<file path="src/rtl/multibyte_add_seq.sv">
// multibyte_add_seq
//   Performs an NBYTES*8-bit add or subtract by feeding one byte per cycle,
//   LSB first, through an external 8-bit ripple-carry adder. The carry
//   between bytes is kept in a register. The wide result is held after
//   completion, and a one-cycle done pulse marks it valid.
//
//   state | meaning
//   IDLE  | waiting for start; adder inputs held at 0
//   RUN   | one byte per cycle through the external adder
//   DONE  | result valid, done pulse, back to IDLE next cycle
//
// Ports
//   clk, rst_n        clock, synchronous active-low reset
//   start, sub        request; 0 = add, 1 = subtract (op_a - op_b)
//   cin_in            carry-in (add) / borrow-in (sub)
//   op_a, op_b        W-bit operands, sampled with an accepted start
//   add_a/add_b/cin   byte operands and carry driven to the external adder
//   add_sum/add_cout  external adder response (combinational)
//   busy, done        status: busy when not IDLE, done for one cycle
//   result            W-bit sum/difference, held until next accepted start
//   cout_out          final carry (sub: 1 = no borrow)
//   ovf               signed two's-complement overflow
module multibyte_add_seq #(
    parameter int NBYTES = 4,
    parameter int W      = 8 * NBYTES
) (
    input  logic         clk,
    input  logic         rst_n,
    input  logic         start,
    input  logic         sub,
    input  logic         cin_in,
    input  logic [W-1:0] op_a,
    input  logic [W-1:0] op_b,
    output logic [7:0]   add_a,
    output logic [7:0]   add_b,
    output logic         add_cin,
    input  logic [7:0]   add_sum,
    input  logic         add_cout,
    output logic         busy,
    output logic         done,
    output logic [W-1:0] result,
    output logic         cout_out,
    output logic         ovf
);

    localparam int IDXW = (NBYTES > 1) ? $clog2(NBYTES) : 1;
    localparam logic [IDXW-1:0] LAST_IDX = IDXW'(NBYTES - 1);

    typedef enum logic [1:0] {
        IDLE = 2'd0,
        RUN  = 2'd1,
        DONE = 2'd2
    } state_t;

    state_t          state_q, state_d;
    logic [W-1:0]    a_q, a_d;
    logic [W-1:0]    b_q, b_d;
    logic [W-1:0]    result_q, result_d;
    logic [IDXW-1:0] idx_q, idx_d;
    logic            carry_q, carry_d;
    logic            cout_q, cout_d;
    logic            ovf_q, ovf_d;

    // Bit offset of the current byte within the wide registers.
    logic [IDXW+2:0] bit_off;
    assign bit_off = {idx_q, 3'b000};

    always_ff @(posedge clk) begin
        if (!rst_n) begin
            state_q  <= IDLE;
            a_q      <= '0;
            b_q      <= '0;
            result_q <= '0;
            idx_q    <= '0;
            carry_q  <= 1'b0;
            cout_q   <= 1'b0;
            ovf_q    <= 1'b0;
        end else begin
            state_q  <= state_d;
            a_q      <= a_d;
            b_q      <= b_d;
            result_q <= result_d;
            idx_q    <= idx_d;
            carry_q  <= carry_d;
            cout_q   <= cout_d;
            ovf_q    <= ovf_d;
        end
    end

    always_comb begin
        state_d  = state_q;
        a_d      = a_q;
        b_d      = b_q;
        result_d = result_q;
        idx_d    = idx_q;
        carry_d  = carry_q;
        cout_d   = cout_q;
        ovf_d    = ovf_q;
        add_a    = 8'h00;
        add_b    = 8'h00;
        add_cin  = 1'b0;

        case (state_q)
            IDLE: begin
                if (start) begin
                    // Subtract as a + ~b + ~borrow_in.
                    a_d      = op_a;
                    b_d      = sub ? ~op_b : op_b;
                    carry_d  = sub ^ cin_in;
                    idx_d    = '0;
                    result_d = '0;
                    state_d  = RUN;
                end
            end
            RUN: begin
                add_a   = a_q[bit_off +: 8];
                add_b   = b_q[bit_off +: 8];
                add_cin = carry_q;
                result_d[bit_off +: 8] = add_sum;
                carry_d = add_cout;
                if (idx_q == LAST_IDX) begin
                    state_d = DONE;
                    cout_d  = add_cout;
                    // Operands (with b already inverted for sub) agree in sign
                    // but the top sum bit differs.
                    ovf_d   = (a_q[W-1] == b_q[W-1]) && (add_sum[7] != a_q[W-1]);
                end else begin
                    idx_d = idx_q + 1'b1;
                end
            end
            DONE: begin
                state_d = IDLE;
            end
            default: begin
                state_d = IDLE;
            end
        endcase
    end

    assign busy     = (state_q != IDLE);
    assign done     = (state_q == DONE);
    assign result   = result_q;
    assign cout_out = cout_q;
    assign ovf      = ovf_q;

endmodule

</file>
<file path="config.mk">
export PLATFORM = sky130hd
export DESIGN_NAME = multibyte_add_seq
export DESIGN_NICKNAME = d
export VERILOG_FILES = /design/src/rtl/multibyte_add_seq.sv
export SDC_FILE = /design/constraint.sdc
export NUM_CORES = 1
export LEC_CHECK = 0
export ABC_AREA = 1
export CORE_ASPECT_RATIO = 0.5
export CORE_UTILIZATION = 53
export CTS_BUF_LIST = sky130_fd_sc_hd__clkbuf_16
export DETAILED_ROUTE_END_ITERATION = 8
export PLACE_DENSITY_LB_ADDON = 0.3
export SLEW_MARGIN = 20
export SYNTH_ARGS = -nofsm -noshare
export SYNTH_HDL_FRONTEND = slang
export SYNTH_SLANG_ARGS = --single-unit
</file>
<file path="constraint.sdc">
create_clock -name clk -period 6.3 [get_ports clk]
set_clock_uncertainty 0.1 [all_clocks]
set_input_delay 1.89 -clock clk [delete_from_list [all_inputs] [get_ports clk]]
set_output_delay 1.89 -clock clk [all_outputs]
set_load 0.01 [all_outputs]
</file>
==> impl_metrics.py <==
metrics = {
    "synth": {
        "yosys.cell_types.count": 25,
        "postSynthAreaPerCell_um2": 7.067,
        "synth_nets": 784,
        "postSynthRegisterBits": 103,
        "synth_cells": 700,
        "netlist_area_um2": 4947,
        "synth-seq-area-share": 0.4168,
        "synth-warning-count": 0,
    },
    "sta": {
        "final_min_period_over_clock_period": 0.7551,
        "timing.final.setup_violations": 0,
        "headroom_to_the_max_slew_limit": 0.2893,
        "timing.setup.tns_ps": 0,
        "unrepaired_setup_endpoints_after_global_routing": "false",
        "final.hold.worst_slack_ps": 364.9,
        "setup_ws_ps": 1543,
        "period_needed_ps": 4757,
        "hold_viol": 0,
        "maxClockFrequency_ghz": 0.2102,
        "max_slew.worst_pin.slew_ps": 1066,
        "timing_max_transition_violations_final": 0,
    },
    "place": {
        "placement.setup.worst_slack_ps": 1967,
        "dp_hpwl_um": 8436,
        "placed_area_um2": 6133,
        "routabilityCongestion": 0.8440,
        "placed_cell_count": 903,
        "port_buffers": 130,
    },
    "detailed_routing": {
        "route.final.wire_length_um": 12780,
        "detailedRoute.firstPassIterationCount": 8,
        "initialDrtViolationCount": 378,
        "routed_wire_per_std_cell_um": 13.91,
        "routed-via-count": 4799,
        "route.antenna.remaining_nets": 0,
        "drc": 9,
        "post_detailed_route_via_to_cell_ratio": 5.222,
    },
    "run_status": {
        "violations": "design-rule violations",
        "run_status": "finished with violations",
    },
    "clock_network": {
        "h-tree-depth": 3,
        "cts.sinks": 103,
        "clock_path_buffers": 2,
        "cts_made_buffers": 9,
        "clkSlewWorstSetupHoldPaths_ps": 70,
        "tritoncts": "yes",
        "cts_root_buffer": "sky130_fd_sc_hd__clkbuf_16",
        "cts_resized": 0,
        "postCtsSetupBuffers": 0,
        "clk_latency_ps": 350,
        "cts-hold-fix-buffers": 0,
    },
    "finish": {
        "nNetsFinal": 881,
        "post_layout_nonfiller_instances": 919,
        "ratio_of_cells_with_drive_above_1_in_the_final_layout": 0.03865,
        "fin_util": 0.7244,
        "fill_cell_total_of_the_finished_layout": 743,
        "area_delta_synth_final_pct": 30.15,
        "non_filler_cell_area_final_um2": 6439,
        "n_antenna_cell": 0,
    },
    "job": {
        "drv_cap": 0,
    },
    "worst_setup_path": {
        "arrival_ps": 2770,
        "element_type_at_the_critical_path_end": "primary output",
        "crit_type": "reg -> out",
        "critPathRequiredTime_ps": 4310,
        "setup.worst_path.start_class": "flop",
        "timing.critical_path.fanout_max": 23,
    },
    "grt": {
        "gr-total-overflow": 0,
        "maximum_number_of_pins_on_one_net_before_global_route_repair": 103,
        "grtUsageTotal": 0.2639,
        "grt_pass1_wl_um": 20470,
        "first_global_vias": 4257,
        "number_of_antenna_violations_at_the_first_check_in_global_routing": 0,
    },
    "hold_path": {
        "worst_hold_path_type": "reg -> reg",
    },
    "power_and_ir_drop": {
        "vdd_drop_max_uv": 142.6,
        "total_power_mw": 1.569,
        "power.density_cell_area_nw_per_um2": 243.7,
        "power_leakage_nw": 2.476,
    },
    "floorplanning": {
        "start_util": 0.5566,
        "floorplan.die.width_um": 138.6,
        "fp.dieArea_um2": 9748,
        "io-pin-count": 131,
        "coreArea_um2": 8889,
        "placement_rows": 24,
        "chipHeight_um": 70.32,
    },
}
sequential cells by signal, summed over array words and instances, names as in the netlist:
signal and flops:
b_q 32, result 32, state_q 2, a_q 32, carry_q 1, ovf 1
idx_q 2, cout_out 1
worst paths after layout:
path / start / end / slack [ps] / cells after the start
worst max register to register: idx_q[1] / result[5] / 3510 / 7
worst max-delay path: idx_q[1] / add_a[2] / 1540 / 5
worst min register to register: b_q[10] / b_q[10] / 360 / 2
worst min-delay path: b_q[10] / b_q[10] / 360 / 2
layout make-up:
class | count | area, µm² | area share
timing repair buffer | 133 | 1319 | 0.2048
clock inverter | 7 | 80.08 | 0.01244
multi-input combinational | 525 | 2507 | 0.3894
tap | 117 | 146.4 | 0.02274
sequential | 103 | 2062 | 0.3202
clock buffer | 9 | 225.2 | 0.03498
inverter | 25 | 98.84 | 0.01535
power breakdown:
part | internal (mW) | total (mW) | switching, mW
combinational | 0.124 | 0.282 | 0.158
clock | 0.314 | 0.575 | 0.261
sequential | 0.690 | 0.712 | 0.0220
logic make-up (layout without fill, tap and decap cells):
family | after synthesis | count (layout) | synth area share
AND/OR/NAND/NOR | 345 | 345 | 0.2903
AO/OA/AOI/OAI | 142 | 142 | 0.1447
XOR/XNOR | 32 | 32 | 0.05665
adder cells (fa/ha/maj) | 6 | 6 | 0.01517
flip-flops | 103 | 103 | 0.4168
buffers and inverters | 72 | 174 | 0.07638
layer usage:
metal,global-route usage,vias up,wire length (µm)
li1,-,2439,-
met1,0.3586,2170,5890
met2,0.4264,174,5915
met3,0.05487,16,831
met4,0.07284,0,146
met5,0,-,0
cells in the final DEF, fill, tap and decap left out, drive strengths merged:
| cell | count |
|---|---|
| nor2 | 166 |
| clkinv | 3 |
| nor3 | 8 |
| a21oi | 77 |
| inv | 28 |
| clkbuf | 9 |
| clkdlybuf4s50 | 129 |
| nand3 | 34 |
| ha | 6 |
| dfxtp | 103 |
| buf | 4 |
| nand3b | 8 |
| o211ai | 2 |
| nand2 | 129 |
| bufinv | 1 |
| xor2 | 32 |
| o21ai | 63 |
worst max-delay path, cell delays in order (launching register included):
cell                              delay [ps]
sky130_fd_sc_hd__dfxtp_1                 820
sky130_fd_sc_hd__inv_1                   540
sky130_fd_sc_hd__nor2_1                  210
sky130_fd_sc_hd__o21ai_0                 110
sky130_fd_sc_hd__a21oi_1                 160
sky130_fd_sc_hd__clkdlybuf4s50_1         570
cells in the mapped netlist:
cell | number | area (µm²)
sky130_fd_sc_hd__nor2_1 | 162 | 608.1
sky130_fd_sc_hd__nand2_1 | 128 | 480.5
sky130_fd_sc_hd__dfxtp_1 | 103 | 2062
sky130_fd_sc_hd__a21oi_1 | 77 | 385.4
sky130_fd_sc_hd__o21ai_0 | 63 | 315.3
sky130_fd_sc_hd__xor2_1 | 32 | 280.3
sky130_fd_sc_hd__nand3_1 | 30 | 150.1
sky130_fd_sc_hd__inv_1 | 21 | 78.83
sky130_fd_sc_hd__buf_4 | 17 | 127.6
sky130_fd_sc_hd__clkbuf_1 | 16 | 60.06
sky130_fd_sc_hd__buf_2 | 10 | 50.05
sky130_fd_sc_hd__nand3b_1 | 8 | 60.06
sky130_fd_sc_hd__nor3_1 | 8 | 40.04
sky130_fd_sc_hd__ha_1 | 6 | 75.07
sky130_fd_sc_hd__buf_6 | 3 | 33.78
sky130_fd_sc_hd__nand3_2 | 3 | 30.03
sky130_fd_sc_hd__nor2_2 | 3 | 18.77
sky130_fd_sc_hd__inv_4 | 2 | 12.51
sky130_fd_sc_hd__o211ai_1 | 2 | 15.01
sky130_fd_sc_hd__clkbuf_4 | 1 | 7.510
sky130_fd_sc_hd__clkinv_1 | 1 | 3.750
sky130_fd_sc_hd__inv_2 | 1 | 3.750
sky130_fd_sc_hd__nand2_4 | 1 | 11.26
sky130_fd_sc_hd__nand3_4 | 1 | 17.52
sky130_fd_sc_hd__nor2_8 | 1 | 20.02
(Power assumes the default switching activity.)
